--- config.mk ---
export PLATFORM = sky130hd
export DESIGN_NAME = blake2_io_stream
export DESIGN_NICKNAME = d
export VERILOG_FILES = /design/src/rtl/blake2_io_stream.sv
export SDC_FILE = /design/constraint.sdc
export NUM_CORES = 2
export LEC_CHECK = 0
export CAP_MARGIN = 20
export CORE_ASPECT_RATIO = 0.6
export CORE_MARGIN = 3
export CORE_UTILIZATION = 30
export CTS_BUF_LIST = sky130_fd_sc_hd__clkbuf_8
export CTS_CLUSTER_DIAMETER = 30
export CTS_CLUSTER_SIZE = 14
export DETAILED_ROUTE_END_ITERATION = 12
export PLACE_DENSITY = 0.63
export SYNTH_ARGS = -nofsm -noshare
export SYNTH_HDL_FRONTEND = slang
export SYNTH_SLANG_ARGS = --single-unit
--- constraint.sdc ---
create_clock -name clk -period 5 [get_ports clk]
set_input_delay 1 -clock clk [delete_from_list [all_inputs] [get_ports clk]]
set_output_delay 1 -clock clk [all_outputs]
set_load 0.005 [all_outputs]
--- src/rtl/blake2_io_stream.sv ---
// BLAKE2 I/O stream front end: configuration capture, block assembly with a
// ready handshake toward the compression core, and digest serialisation.
//
// state   | meaning
// --------+-----------------------------------------------------------
// S_IDLE  | waiting for CONF or START; DATA/LAST are accepted and dropped
// S_FILL  | assembling message bytes into the current block
// S_HOLD  | block presented to the core, waiting for block_ready_i
// S_HWAIT | last block consumed, waiting for the digest pulse
// S_HOUT  | streaming the digest out, one beat per cycle
module blake2_io_stream #(
    parameter int DW_B   = 1,
    parameter int BB     = 64,
    parameter int LL_W   = 64,
    parameter int HASH_B = 32
) (
    input  logic                     clk,
    input  logic                     nreset,
    input  logic                     valid_i,
    output logic                     ready_o,
    input  logic [1:0]               cmd_i,
    input  logic [8*DW_B-1:0]        data_i,
    output logic [7:0]               kk_o,
    output logic [7:0]               nn_o,
    output logic [LL_W-1:0]          ll_o,
    output logic                     block_v_o,
    input  logic                     block_ready_i,
    output logic [8*BB-1:0]          block_o,
    output logic                     block_first_o,
    output logic                     block_last_o,
    output logic [$clog2(BB+1)-1:0]  block_bytes_o,
    input  logic                     hash_v_i,
    input  logic [8*HASH_B-1:0]      hash_i,
    output logic                     hash_v_o,
    output logic [8*DW_B-1:0]        hash_o,
    output logic                     hash_last_o
);

    localparam int IW      = $clog2(BB + 1);
    localparam int CFG_MAX = 2 + LL_W / 8;
    localparam int CW      = $clog2(CFG_MAX + 1);
    localparam int RW      = $clog2(HASH_B + 1);

    localparam logic [1:0] CMD_CONF  = 2'd0;
    localparam logic [1:0] CMD_START = 2'd1;
    localparam logic [1:0] CMD_LAST  = 2'd3;

    localparam logic [8*BB-1:0] W_LANE_MASK = {{(8*BB-8*DW_B){1'b0}}, {(8*DW_B){1'b1}}};

    typedef enum logic [2:0] {S_IDLE, S_FILL, S_HOLD, S_HWAIT, S_HOUT} state_t;

    state_t              r_state, w_state_nx;
    logic [7:0]          r_kk, r_nn, w_kk_nx, w_nn_nx;
    logic [LL_W-1:0]     r_ll, w_ll_nx;
    logic [CW-1:0]       r_cfg_cnt, w_cfg_cnt_nx;
    logic [8*BB-1:0]     r_buf, w_buf_base, w_buf_wr, w_beat_ext;
    logic [IW-1:0]       r_idx, w_base, w_idx_wr;
    logic                r_first, r_last;
    logic [8*HASH_B-1:0] r_hash;
    logic [RW-1:0]       r_rem, w_hlen;
    logic                w_acc, w_wr_en, w_close, w_release, w_cap, w_hout_end;

    assign ready_o       = (r_state == S_IDLE) || (r_state == S_FILL);
    assign w_acc         = valid_i & ready_o;
    assign block_v_o     = (r_state == S_HOLD);
    assign block_o       = r_buf;
    assign block_first_o = r_first;
    assign block_last_o  = r_last;
    assign block_bytes_o = r_idx;
    assign kk_o          = r_kk;
    assign nn_o          = r_nn;
    assign ll_o          = r_ll;
    assign hash_v_o      = (r_state == S_HOUT);
    assign w_hout_end    = (r_state == S_HOUT) && (r_rem <= RW'(DW_B));
    assign hash_last_o   = w_hout_end;
    assign w_beat_ext    = {{(8*BB-8*DW_B){1'b0}}, data_i};
    assign w_hlen        = (r_nn >= 8'd1 && r_nn <= 8'(HASH_B)) ? RW'(r_nn) : RW'(HASH_B);

    // Walk the beat lanes in order through the saturating config byte counter
    always_comb begin
        w_kk_nx      = r_kk;
        w_nn_nx      = r_nn;
        w_ll_nx      = r_ll;
        w_cfg_cnt_nx = r_cfg_cnt;
        for (int j = 0; j < DW_B; j++) begin
            if (w_cfg_cnt_nx == CW'(0))
                w_kk_nx = data_i[8*j +: 8];
            else if (w_cfg_cnt_nx == CW'(1))
                w_nn_nx = data_i[8*j +: 8];
            else if (w_cfg_cnt_nx < CW'(CFG_MAX))
                w_ll_nx = {w_ll_nx[LL_W-9:0], data_i[8*j +: 8]};
            if (w_cfg_cnt_nx < CW'(CFG_MAX))
                w_cfg_cnt_nx = w_cfg_cnt_nx + CW'(1);
        end
    end

    // Block buffer after writing the current beat; START writes into a cleared buffer at 0
    always_comb begin
        w_base     = (cmd_i == CMD_START) ? '0 : r_idx;
        w_buf_base = (cmd_i == CMD_START) ? '0 : r_buf;
        w_buf_wr   = (w_buf_base & ~(W_LANE_MASK << {w_base, 3'b000}))
                   | (w_beat_ext << {w_base, 3'b000});
        w_idx_wr   = w_base + IW'(DW_B);
    end

    // Next-state logic and datapath strobes
    always_comb begin
        w_state_nx = r_state;
        w_wr_en    = 1'b0;
        w_close    = 1'b0;
        w_release  = 1'b0;
        w_cap      = 1'b0;
        case (r_state)
            S_IDLE, S_FILL: begin
                if (w_acc && (cmd_i == CMD_START || (r_state == S_FILL && cmd_i != CMD_CONF))) begin
                    w_wr_en    = 1'b1;
                    w_close    = (w_idx_wr == IW'(BB)) || (cmd_i == CMD_LAST);
                    w_state_nx = w_close ? S_HOLD : S_FILL;
                end
            end
            S_HOLD: begin
                if (block_ready_i) begin
                    w_release  = 1'b1;
                    w_state_nx = r_last ? S_HWAIT : S_FILL;
                end
            end
            S_HWAIT: begin
                if (hash_v_i) begin
                    w_cap      = 1'b1;
                    w_state_nx = S_HOUT;
                end
            end
            S_HOUT: begin
                if (w_hout_end)
                    w_state_nx = S_IDLE;
            end
            default: w_state_nx = S_IDLE;
        endcase
    end

    // State register
    always_ff @(posedge clk or negedge nreset) begin
        if (!nreset)
            r_state <= S_IDLE;
        else
            r_state <= w_state_nx;
    end

    // Config registers, block buffer and digest shifter
    always_ff @(posedge clk or negedge nreset) begin
        if (!nreset) begin
            r_kk      <= '0;
            r_nn      <= '0;
            r_ll      <= '0;
            r_cfg_cnt <= '0;
            r_buf     <= '0;
            r_idx     <= '0;
            r_first   <= 1'b0;
            r_last    <= 1'b0;
            r_hash    <= '0;
            r_rem     <= '0;
        end else begin
            if (w_acc) begin
                if (cmd_i == CMD_CONF) begin
                    r_kk      <= w_kk_nx;
                    r_nn      <= w_nn_nx;
                    r_ll      <= w_ll_nx;
                    r_cfg_cnt <= w_cfg_cnt_nx;
                end else begin
                    r_cfg_cnt <= '0;
                end
            end
            if (w_wr_en) begin
                r_buf  <= w_buf_wr;
                r_idx  <= w_idx_wr;
                r_last <= (cmd_i == CMD_LAST);
                if (cmd_i == CMD_START)
                    r_first <= 1'b1;
            end
            if (w_release) begin
                r_first <= 1'b0;
                if (!r_last) begin
                    r_buf <= '0;
                    r_idx <= '0;
                end
            end
            if (w_cap) begin
                r_hash <= hash_i;
                r_rem  <= w_hlen;
            end else if (r_state == S_HOUT) begin
                r_hash <= r_hash >> (8 * DW_B);
                r_rem  <= w_hout_end ? '0 : r_rem - RW'(DW_B);
            end
        end
    end

    // Digest beat: low lanes of the shifter, lanes past the remaining count zeroed
    always_comb begin
        hash_o = '0;
        for (int j = 0; j < DW_B; j++) begin
            if (r_state == S_HOUT && RW'(j) < r_rem)
                hash_o[8*j +: 8] = r_hash[8*j +: 8];
        end
    end

endmodule

---- Word level (Yosys, flattened, before mapping) ----
Cells that the tools add are included.
storage, ports and cells
  flip-flop bits (word level) ............. 870
  bits of input ports ..................... 271
  word-level logic and storage cells ...... 95
cells by class
  add/sub/neg operators ................... 3
  magnitude comparators ................... 5
  eq/ne operators ......................... 13
  shift operators ......................... 2
  mux-type cells .......................... 33
  bitwise logic cells ..................... 6
  reductions and logical operators ........ 22
operator list
  kind                      count
  $mux W512                 4
  $and A512 B512 Y512       1
  $mux W256                 2
  $not A512 Y512            1
  $or A512 B512 Y512        1
  $shl A8 B10 Y512          1
  $shl A8 B10 Y512 const A  1
  $mux W7                   4
  $mux W6                   4
  $mux W3                   4
  $pmux W3 S4               1
  $mux W1                   9
  $ge A8 B1 Y1 const B      1
  $le A8 B6 Y1 const B      1
  $mux W4                   2
  $mux W8                   1
  $reduce_and A4 Y1         2
  $reduce_bool A2 Y1        4
  $add A7 B1 Y7 const B     1
  $eq A7 B7 Y1 const B      1
  $eq A3 B2 Y1 const B      2
  $le A6 B1 Y1 const B      1
  $lt A1 B6 Y1 const A      1
  $ne A2 B2 Y1 const B      3
  other kinds (21)          31

---- Logic depth before layout (Yosys ltp) ----
  depth in word-level cells ............... 9
  depth in mapped cells ................... 9
  gate-level depth less buffers ........... 6

---- Worst setup path before layout ----
No wires, ideal clock.
  kind .................................... reg2out
  start ................................... register r_state[2]
  end ..................................... output port hash_o[0]
  data arrival time ....................... 1.694 ns
  required time ........................... 4.000 ns
  slack ................................... 2.306 ns
  stages on the path, launching flop included .. 7
  path buffers ............................ 3
  path through ............................ dfrtp_1 > buf_4 > or3b_2 > buf_2 > clkbuf_1 > a21oi_1 > and2_1
between the ends
  longest elaborated chain between the ends .. 3
ends and longest elaborated chain
  item                    line  RTL
  from (decl)             52    state_t r_state, w_state_nx;
  from (signal assigned)  146   r_state <= w_state_nx;
  $eq A3 B3 Y1            201   if (r_state == S_HOUT && RW'(j) < r_rem)
  $logic_and A1 B1 Y1     201
  $mux W8                 201
  to (decl)               35    output logic [8*DW_B-1:0] hash_o,
No other way between the ends.

---- Final worst setup path ----
  start ................................... register r_state[0]
  end ..................................... output port hash_o[7]
The elaborated chain is that of the path after synthesis.

==> impl_metrics.py <==
metrics = {
    "worst_setup_path": {
        "required_ns": 4.00,
        "path_delay_family": "simple AND/OR/NAND/NOR gates",
        "cp-end-kind": "output pin",
        "critPathArrivalTime_ns": 3.18,
        "cp-startpoint": "r_state[0]",
        "cpMaxStageDelayCell": "a21oi_1",
        "timing.rr.start": "block_bytes_o[3]",
        "cp.buffers_inverters": 1,
        "slowest_delay_ns": 0.67,
        "worstPathMaxFanout": 8,
        "crit_path_start_kind": "flop",
        "critPathKind": "flop to output pin",
        "crit_chain": "or3b_4, a21oi_1, and2_1, clkdlybuf4s50_1",
    },
    "logic_synthesis": {
        "yosysWarnings": 0,
        "syn-num-nets": 3439,
        "ys.flop_type": "dfrtp_1",
        "synth-seq-area-share": 0.607,
        "synthArstFlopShare": 1.00,
        "syn_area_per_cell_um2": 11.4,
        "synthDistinctLibCells": 77,
        "synth-seq-cells": 870,
        "synth_enable_flop_cells": 0,
        "netlist_area_um2": 35900,
        "synth_cells": 3162,
    },
    "final_layout": {
        "drive_above_1_share": 0.127,
        "fin_nets": 4320,
        "nFillCells": 11211,
        "post-route-util": 0.425,
        "layoutNonFillerInstCount": 5751,
        "layout_common_cells": "clkdlybuf4s50_1, dfrtp_1, nand2_1, a22o_1, a31oi_1",
        "synthToLayoutAreaGrowth_pct": 39.4,
        "mostFrequentLayoutCell": "clkdlybuf4s50_1",
    },
    "placed_design": {
        "place_ws_ns": 0.630,
        "routabilityCongestion": 0.882,
        "port_buffers": 883,
        "hpwlAfterDp_um": 108000,
        "place_inst": 5481,
    },
    "clocking": {
        "cts_sinks": 870,
        "postCtsHoldBufs": 0,
        "post_cts_resized": 0,
        "clkSlewWorstSetupHoldPaths_ns": 0.07,
        "htree_levels": 4,
        "clockBufferDepth": 3,
        "tritoncts": "built",
        "postCtsSetupBuffers": 0,
        "cts_made_buffers": 142,
        "ctsRootBufferMaster": "clkbuf_8",
        "clock_latency_ns": 0.85,
    },
    "pwr": {
        "ir_drop_mv": 0.176,
        "power.leakage_nw": 22.1,
        "cellPowerDensity_nw_per_um2": 447,
    },
    "timing": {
        "maxSlewViolCount": 0,
        "setup_slack_ns": 0.824,
        "period_share": 0.835,
        "slew_headroom": 0.193,
        "worst_pin_slew_ns": 1.20,
        "max_freq_ghz": 0.239,
        "finalCriticalPeriod_ns": 4.18,
        "grt_setup_unrepaired": "no",
        "setup_violations": 0,
        "hold_violations": 0,
        "fin_skew_ns": 0.0494,
        "setup_tns_ns": 0,
    },
    "route": {
        "drc_errors": 0,
        "ant_nets": 0,
        "drt-total-wl_um": 153000,
        "viasPerCell": 5.36,
        "vias": 30848,
        "wl_per_cell_um": 26.6,
        "drt_iter0_markers": 3430,
        "dr.pass1.iters": 5,
    },
    "global_route": {
        "grt_first_pass_wirelength_um": 218000,
        "grt_pass1_vias": 30219,
        "grt_max_degree": 199,
        "grtUsageTotal": 0.239,
        "antenna_found_initial": 13,
        "overflow": 0,
    },
    "floorplanning": {
        "start_util": 0.305,
        "rows": 97,
        "num_io_pins": 884,
        "die_w_um": 453,
        "core_area_um2": 118000,
        "dieArea_um2": 124000,
        "die_y_um": 274,
    },
    "job": {
        "drv_cap": 0,
    },
    "worst_hold_path": {
        "hp-class": "primary input to async pin",
    },
    "run_status": {
        "status": "completed",
    },
}
## worst register-to-register path, stage by stage, from the launching register on
cell and delay [ns]:
dfrtp_1 0.64, clkinv_1 0.49, nor4_2 1.07, a31oi_1 0.53
a22o_1 0.36
## final timing paths
check | end | slack [ns] | cells after the start
min | r_hash[65] | 0.24 | 1
max reg2reg | block_o[109] | 1.80 | 4
max | hash_o[7] | 0.82 | 4
max in group asynchronous | block_o[388] | 3.31 | 2
min reg2reg | r_hash[5] | 0.47 | 2
min in group clk | r_hash[5] | 0.47 | 2
## kinds of logic after synthesis
kind of cell             after synthesis  synth area share
adder cells (fa/ha/maj)                6           0.00209
AND/OR/NAND/NOR                     1024             0.133
multiplexers                          99            0.0304
flip-flops                           870             0.607
AO/OA/AOI/OAI                        895             0.194
buffers and inverters                267            0.0335
XOR/XNOR                               1          0.000244
## state kept, by name (all words and copies together) (netlist names), 4 cells and up
name	count
ll_o	64
r_rem	6
block_bytes_o	7
r_hash	256
kk_o	8
nn_o	8
block_o	512
r_cfg_cnt	4
## area by class of cell
class                   count  area, um^2  share of cell area
diodes                      7        17.5            0.000350
clock buffers             159        2190              0.0437
clock inverters           102        1200              0.0239
inverters                  24        97.6             0.00195
multi-input cells        2025       13100               0.261
flip-flops and latches    870       21800               0.435
well taps                1584        1980              0.0396
repair buffers            980        9710               0.194
## cells in the mapped netlist, types with 33 or more instances
cell type	instances	area [um^2]
a21oi_1	55	275
o2bb2ai_1	33	289
a32o_1	76	761
nor2_1	276	1040
a2bb2o_1	37	370
dfrtp_1	870	21800
a22o_1	321	2810
nand2_1	557	2090
a31oi_1	278	1740
mux2_2	81	912
clkbuf_1	142	533
buf_2	63	315
nand3_1	36	180
## metal layers
| metal | global-route usage | wire (um) |
|---|---|---|
| met5 | 0 | 81 |
| met4 | 0.0731 | 4240 |
| met3 | 0.0822 | 14300 |
| met2 | 0.371 | 70500 |
| met1 | 0.314 | 64100 |
## stage by stage
step	hold slack, ns	instance area [um^2]	power (mW)
after floorplan	0.438	35900	12.3
after global placement	0.451	46600	14.9
after detailed placement	0.459	46600	15.0
after CTS	0.203	50000	22.5
after global routing	0.243	50000	23.5
final	0.240	50000	22.4
## power breakdown
| group | switching (mW) | total, mW | internal [mW] | leakage (nW) |
|---|---|---|---|---|
| registers | 0.933 | 9.37 | 8.43 | 11.6 |
| clock network | 3.42 | 7.44 | 4.02 | 1.70 |
| logic | 3.34 | 5.55 | 2.21 | 8.82 |
| total | 7.69 | 22.4 | 14.7 | 22.1 |
(Power assumes the default switching activity.)
